[src/rtl/weight_load_ctrl.sv]
// Weight-buffer load sequencer: streams NUM_WSET sets of NUM_RDATA words from weight memory into
// the kernel write ports and hands each full set to the PE array. Optional perf counter: WLC_PERF_CNT_EN.
module weight_load_ctrl #(
  parameter int DAT_WIDTH   = 8,
  parameter int NUM_KERNEL  = 4,
  parameter int NUM_CHANNEL = 3,
  parameter int NUM_RDATA   = 3,
  parameter int ADDR_WIDTH  = 16,
  parameter int SET_WIDTH   = 12
) (
  input  logic                                        clk,
  input  logic                                        rst,
  input  logic                                        i_start,
  input  logic [ADDR_WIDTH-1:0]                       i_base_addr,
  input  logic [SET_WIDTH-1:0]                        i_num_wset,
  output logic                                        o_mem_rd_en,
  output logic [ADDR_WIDTH-1:0]                       o_mem_addr,
  input  logic [DAT_WIDTH*NUM_CHANNEL*NUM_KERNEL-1:0] i_mem_data,
  input  logic                                        i_mem_val,
  output logic [DAT_WIDTH*NUM_CHANNEL*NUM_KERNEL-1:0] o_wb_data_kn,
  output logic                                        o_wb_val,
  input  logic                                        i_wb_full,
  output logic                                        o_wb_req,
  input  logic                                        i_pe_ready,
  output logic                                        o_busy,
  output logic                                        o_done,
  output logic [31:0]                                 o_stall_cnt
);

  localparam int WORD_W = DAT_WIDTH * NUM_CHANNEL * NUM_KERNEL;
  localparam int CNT_W  = $clog2(NUM_RDATA + 1);
  localparam logic [CNT_W-1:0] RDATA_LAST = CNT_W'(NUM_RDATA);

  typedef enum logic [2:0] {IDLE, LOAD, WAIT_FULL, ISSUE, DRAIN, DONE} state_t;

  state_t                state_reg, state_next;
  logic [ADDR_WIDTH-1:0] addr_reg;
  logic [SET_WIDTH-1:0]  set_cnt_reg, num_wset_reg;
  logic [CNT_W-1:0]      rd_cnt_reg, ret_cnt_reg;
  logic                  drain_cnt_reg;
  logic [WORD_W-1:0]     wb_data_reg;
  logic                  wb_val_reg, wb_req_reg;
  logic                  rd_fire, accept_val, start_job, last_set;

  assign start_job  = (state_reg == IDLE) && i_start;
  assign rd_fire    = (state_reg == LOAD) && (rd_cnt_reg != RDATA_LAST);
  // Returns arriving outside a load window are discarded silently.
  assign accept_val = i_mem_val && ((state_reg == LOAD) || (state_reg == WAIT_FULL));
  assign last_set   = (SET_WIDTH'(set_cnt_reg + 1'b1) == num_wset_reg);

  always_comb begin
    state_next = state_reg;
    case (state_reg)
      IDLE:      if (i_start) state_next = (i_num_wset == '0) ? DONE : LOAD;
      LOAD:      if (ret_cnt_reg == RDATA_LAST) state_next = WAIT_FULL;
      WAIT_FULL: if (i_wb_full && !wb_val_reg) state_next = ISSUE;
      ISSUE:     if (i_pe_ready) state_next = DRAIN;
      DRAIN:     if (drain_cnt_reg) state_next = last_set ? DONE : LOAD;
      DONE:      state_next = IDLE;
      default:   state_next = IDLE;
    endcase
  end

  always_ff @(posedge clk or negedge rst) begin
    if (!rst) begin
      state_reg     <= IDLE;
      addr_reg      <= '0;
      set_cnt_reg   <= '0;
      num_wset_reg  <= '0;
      rd_cnt_reg    <= '0;
      ret_cnt_reg   <= '0;
      drain_cnt_reg <= 1'b0;
      wb_data_reg   <= '0;
      wb_val_reg    <= 1'b0;
      wb_req_reg    <= 1'b0;
    end else begin
      state_reg   <= state_next;
      wb_data_reg <= i_mem_data;
      wb_val_reg  <= accept_val;
      // Registered so a pe_ready drop in the grant cycle cannot truncate the request.
      wb_req_reg  <= (state_reg == ISSUE) && i_pe_ready;

      if (start_job) begin
        addr_reg     <= i_base_addr;
        set_cnt_reg  <= '0;
        num_wset_reg <= i_num_wset;
      end else if (rd_fire) begin
        addr_reg <= addr_reg + 1'b1;
      end

      if (state_reg != LOAD) begin
        rd_cnt_reg  <= '0;
        ret_cnt_reg <= '0;
      end else begin
        if (rd_fire)    rd_cnt_reg  <= rd_cnt_reg + 1'b1;
        if (accept_val) ret_cnt_reg <= ret_cnt_reg + 1'b1;
      end

      drain_cnt_reg <= (state_reg == DRAIN) ? ~drain_cnt_reg : 1'b0;
      if ((state_reg == DRAIN) && drain_cnt_reg) set_cnt_reg <= set_cnt_reg + 1'b1;
    end
  end

  assign o_mem_rd_en  = rd_fire;
  assign o_mem_addr   = addr_reg;
  assign o_wb_data_kn = wb_data_reg;
  assign o_wb_val     = wb_val_reg;
  assign o_wb_req     = wb_req_reg;
  assign o_busy       = (state_reg != IDLE);
  assign o_done       = (state_reg == DONE);

`ifdef WLC_PERF_CNT_EN
  logic [31:0] stall_cnt_reg;

  always_ff @(posedge clk or negedge rst) begin
    if (!rst) begin
      stall_cnt_reg <= '0;
    end else if (start_job) begin
      stall_cnt_reg <= '0;
    end else if (((state_reg == WAIT_FULL) || ((state_reg == ISSUE) && !i_pe_ready))
                 && (stall_cnt_reg != 32'hFFFF_FFFF)) begin
      stall_cnt_reg <= stall_cnt_reg + 32'd1;
    end
  end

  assign o_stall_cnt = stall_cnt_reg;
`else
  assign o_stall_cnt = 32'd0;
`endif

endmodule
[config.mk]
export PLATFORM = sky130hd
export DESIGN_NAME = weight_load_ctrl
export DESIGN_NICKNAME = d
export VERILOG_FILES = /design/src/rtl/weight_load_ctrl.sv
export SDC_FILE = /design/constraint.sdc
export NUM_CORES = 1
export LEC_CHECK = 0
export CORE_AREA = 2 2 138 140
export DETAILED_ROUTE_END_ITERATION = 8
export DIE_AREA = 0 0 140 142
export DONT_BUFFER_PORTS = 1
export SYNTH_ARGS = -nofsm -noshare
export SYNTH_HDL_FRONTEND = slang
export SYNTH_SLANG_ARGS = --single-unit
[constraint.sdc]
create_clock -name clk -period 3.75 [get_ports clk]
set_input_delay 0.75 -clock clk [delete_from_list [all_inputs] [get_ports clk]]
set_output_delay 0.75 -clock clk [all_outputs]
set_load 0.05 [all_outputs]
==> summary.txt <==
Worst setup path
  • CP arrival: 3.02 ns
  • Setup crit start kind: flop
  • Setup slack, reg-to-reg: 1.02 ns
  • CP startpoint: state_reg[1]
  • CP max stage cell: or3_1
  • Crit path max fanout: 41
  • CP endpoint kind: flop
  • CP peak stage delay: 0.66 ns
  • Crit Path Class: flop to flop
  • Cell mode on critical path: o21ai_0
  • FF-to-FF path depth: 6
  • Worst-path cell chain: or3_1, nor2_2, buf_4, nor2_1, o21ai_0, o21ai_0
  • Crit-path leading delay family: simple AND/OR/NAND/NOR gates
  • Data required time of the worst path: 4.03 ns
  • Worst path bufs/invs: 1
  • Reg2reg start: state_reg[1]
  • Reg2reg end: set_cnt_reg[11]

Clocking
  • Root buf cell: clkbuf_16
  • PostCTS Resize Cnt: 0
  • CTS Buffer Depth: 2
  • Worst-skew pair later-pin latency: 0.41 ns
  • TritonCTS clock tree: built
  • Clock Pin Slew Worst Setup and Hold Paths: 0.06 ns
  • H-tree depth: 4
  • Clock sinks: 146
  • CTS Buf Count: 17
  • # Post-CTS Setup Buffers: 0
  • Hold Buf Count CTS: 0

Global routing
  • Vias in the first global route: 3305
  • Initial antenna violation count: 2
  • Largest net degree at the start of global routing: 147
  • Met2 GRT Util: 23.83%
  • Grt met3 use: 5.888%
  • GR Overflow Total: 0
  • Most used routing layer: met2
  • Total track usage: 13.06%
  • Met1 GRT Util: 13.51%
  • Global-route wire length before repair: 19.58 mm

Detailed routing
  • Average wire per standard cell: 19.40 microns
  • Antenna viol nets, final: 0
  • Drt drc: 16
  • Via count: 3156
  • DR vias/cell: 4.676
  • Post-Route WL: 13.09 mm
  • Drt pass-1 iters: 9
  • DRT iter0 DRCs: 248

Timing
  • Final setup margin: 1.018 ns
  • F_max: 366.0 MHz
  • Final setup fails: 0
  • Tmin final: 2.732 ns
  • RSZ-0062 raised after global routing: no
  • Final hold viol count: 0
  • Final Max Slew Viols: 0
  • Clk_skew: 0.008055 ns
  • Rel. slew slack: 50.64%
  • TNS Setup: 0 ns
  • Slew @ Worst Pin: 0.7336 ns
  • Period utilisation layout: 72.87%

Placement
  • IO Port Bufs: 0
  • Post-placement setup slack: 1.037 ns
  • Detailed Place HPWL: 9.839 mm
  • Placer Congestion: 0.8201
  • Placed Cells: 641

Cells and area
  • Commonest non-fill, non-tap cell in the layout: dfrtp_1
  • Final Util: 33.07%
  • Register Area: 3654 sq um
  • Final nets: 560
  • Final std cells w/o fill: 675
  • Fraction of layout cells with a size suffix above 1: 11.85%
  • Footprint of the multi-input gates: 1558 sq um
  • Filler cells: 1842
  • Max reg flops: 96
  • Synth-to-layout area growth: 12.73%
  • Most frequent cells in the layout: dfrtp_1, nand2_1, o21ai_0, conb_1, nor2_1

Synth
  • Cells after Synth: 422
  • Post-synthesis register bit count: 146
  • Ys async rst share: 100.0%
  • Seq/Total Area, Yosys: 67.48%
  • Top post-synthesis cells by area: dfrtp_1, buf_4, xnor2_1
  • Synth Cell Area: 5414 sq um
  • Mean Syn Cell Area: 12.83 sq um
  • Top-area cell type share of the netlist area: 67.48%
  • Distinct cell type count after synthesis: 47
  • Top_reg_cell synth: dfrtp_1
  • YS warnings: 0
  • Post-synth EDFFs: 0
  • Synth area leader: dfrtp_1

Floorplanning
  • Core area: 18460 sq um
  • Cell row count: 50
  • Die Span Y: 142 microns
  • Initial Util: 29.34%
  • I/O pins: 279
  • Die area: 19880 sq um
  • Die W: 140 microns

Power and ir drop
  • Pleak: 0.002615 uW
  • Cell Pwr Density: 804.7 nW/um^2
  • Peak supply drop: 0.3926 mV

Run status
  • Failing checks: DRC
  • Status: complete, but fails checks

Job
  • Max Cap Violations: 0

Min path
  • Hold Crit Class: primary input to async pin
where the power goes:
part | switching, uW | total, uW | internal, uW
registers | 758 | 2560 | 1800
logic | 407 | 710 | 303
clock network | 710 | 1640 | 933
total | 1870 | 4910 | 3040
stage by stage:
| step | instance area [sq um] | hold slack, ns | total power [uW] |
|---|---|---|---|
| 2_1_floorplan | 5530 | 0.4392 | 3161 |
| 3_5_place_dp | 5527 | 0.4585 | 3303 |
| 6_report | 6103 | 0.03259 | 4911 |
| 3_3_place_gp | 5527 | 0.4595 | 3263 |
| 5_1_grt | 6103 | 0.006465 | 5124 |
| 4_1_cts | 6098 | 0.009316 | 4963 |
routing by layer:
| layer | up-vias | part of all wire, % |
|---|---|---|
| met5 | - | 0 |
| met1 | 1580 | 35 |
| met2 | 189 | 55 |
| li1 | 1379 | - |
| met3 | 8 | 9.7 |
| met4 | 0 | 0.99 |
cells by family (layout without fill, tap and decap cells):
family,Yosys count,after routing,share of synthesized area [%]
AO/OA/AOI/OAI,58,58,6.332
multiplexers,15,15,3.051
AND/OR/NAND/NOR,116,116,11.07
buffers and inverters,50,36,5.893
XOR/XNOR,32,32,5.177
other,1,34,0.06927
adder cells (fa/ha/maj),4,4,0.9245
flip-flops,146,146,67.48
worst max path at each step:
stage                      endpoint  slack, ns  cells past startpoint
finish              set_cnt_reg[11]       1.02                      6
CTS                 set_cnt_reg[11]       1.03                      6
floorplan            o_mem_addr[15]       1.24                      7
global placement     set_cnt_reg[2]       1.16                      6
detailed placement   set_cnt_reg[5]       1.04                      6
global route         set_cnt_reg[8]       0.81                      6
cell usage after synthesis, drive strengths merged, types with 7 or more instances:
cell    count
nand2      39
nand4       7
xor2       13
dfrtp     146
nand3       7
mux2       12
nor2       24
nor3       10
buf        39
a21oi       8
xnor2      19
o21ai      33
clkbuf      9
final cells by class:
cell class	count	area share, %
flip-flops and latches	146	59.86
multi-input cells	257	25.52
clock inverters	15	2.399
inverters	2	0.1230
diodes	2	0.08200
well taps	234	4.797
clock buffers	17	6.970
repair buffers	2	0.2460
No activity file was read; power rests on OpenSTA's default activity.
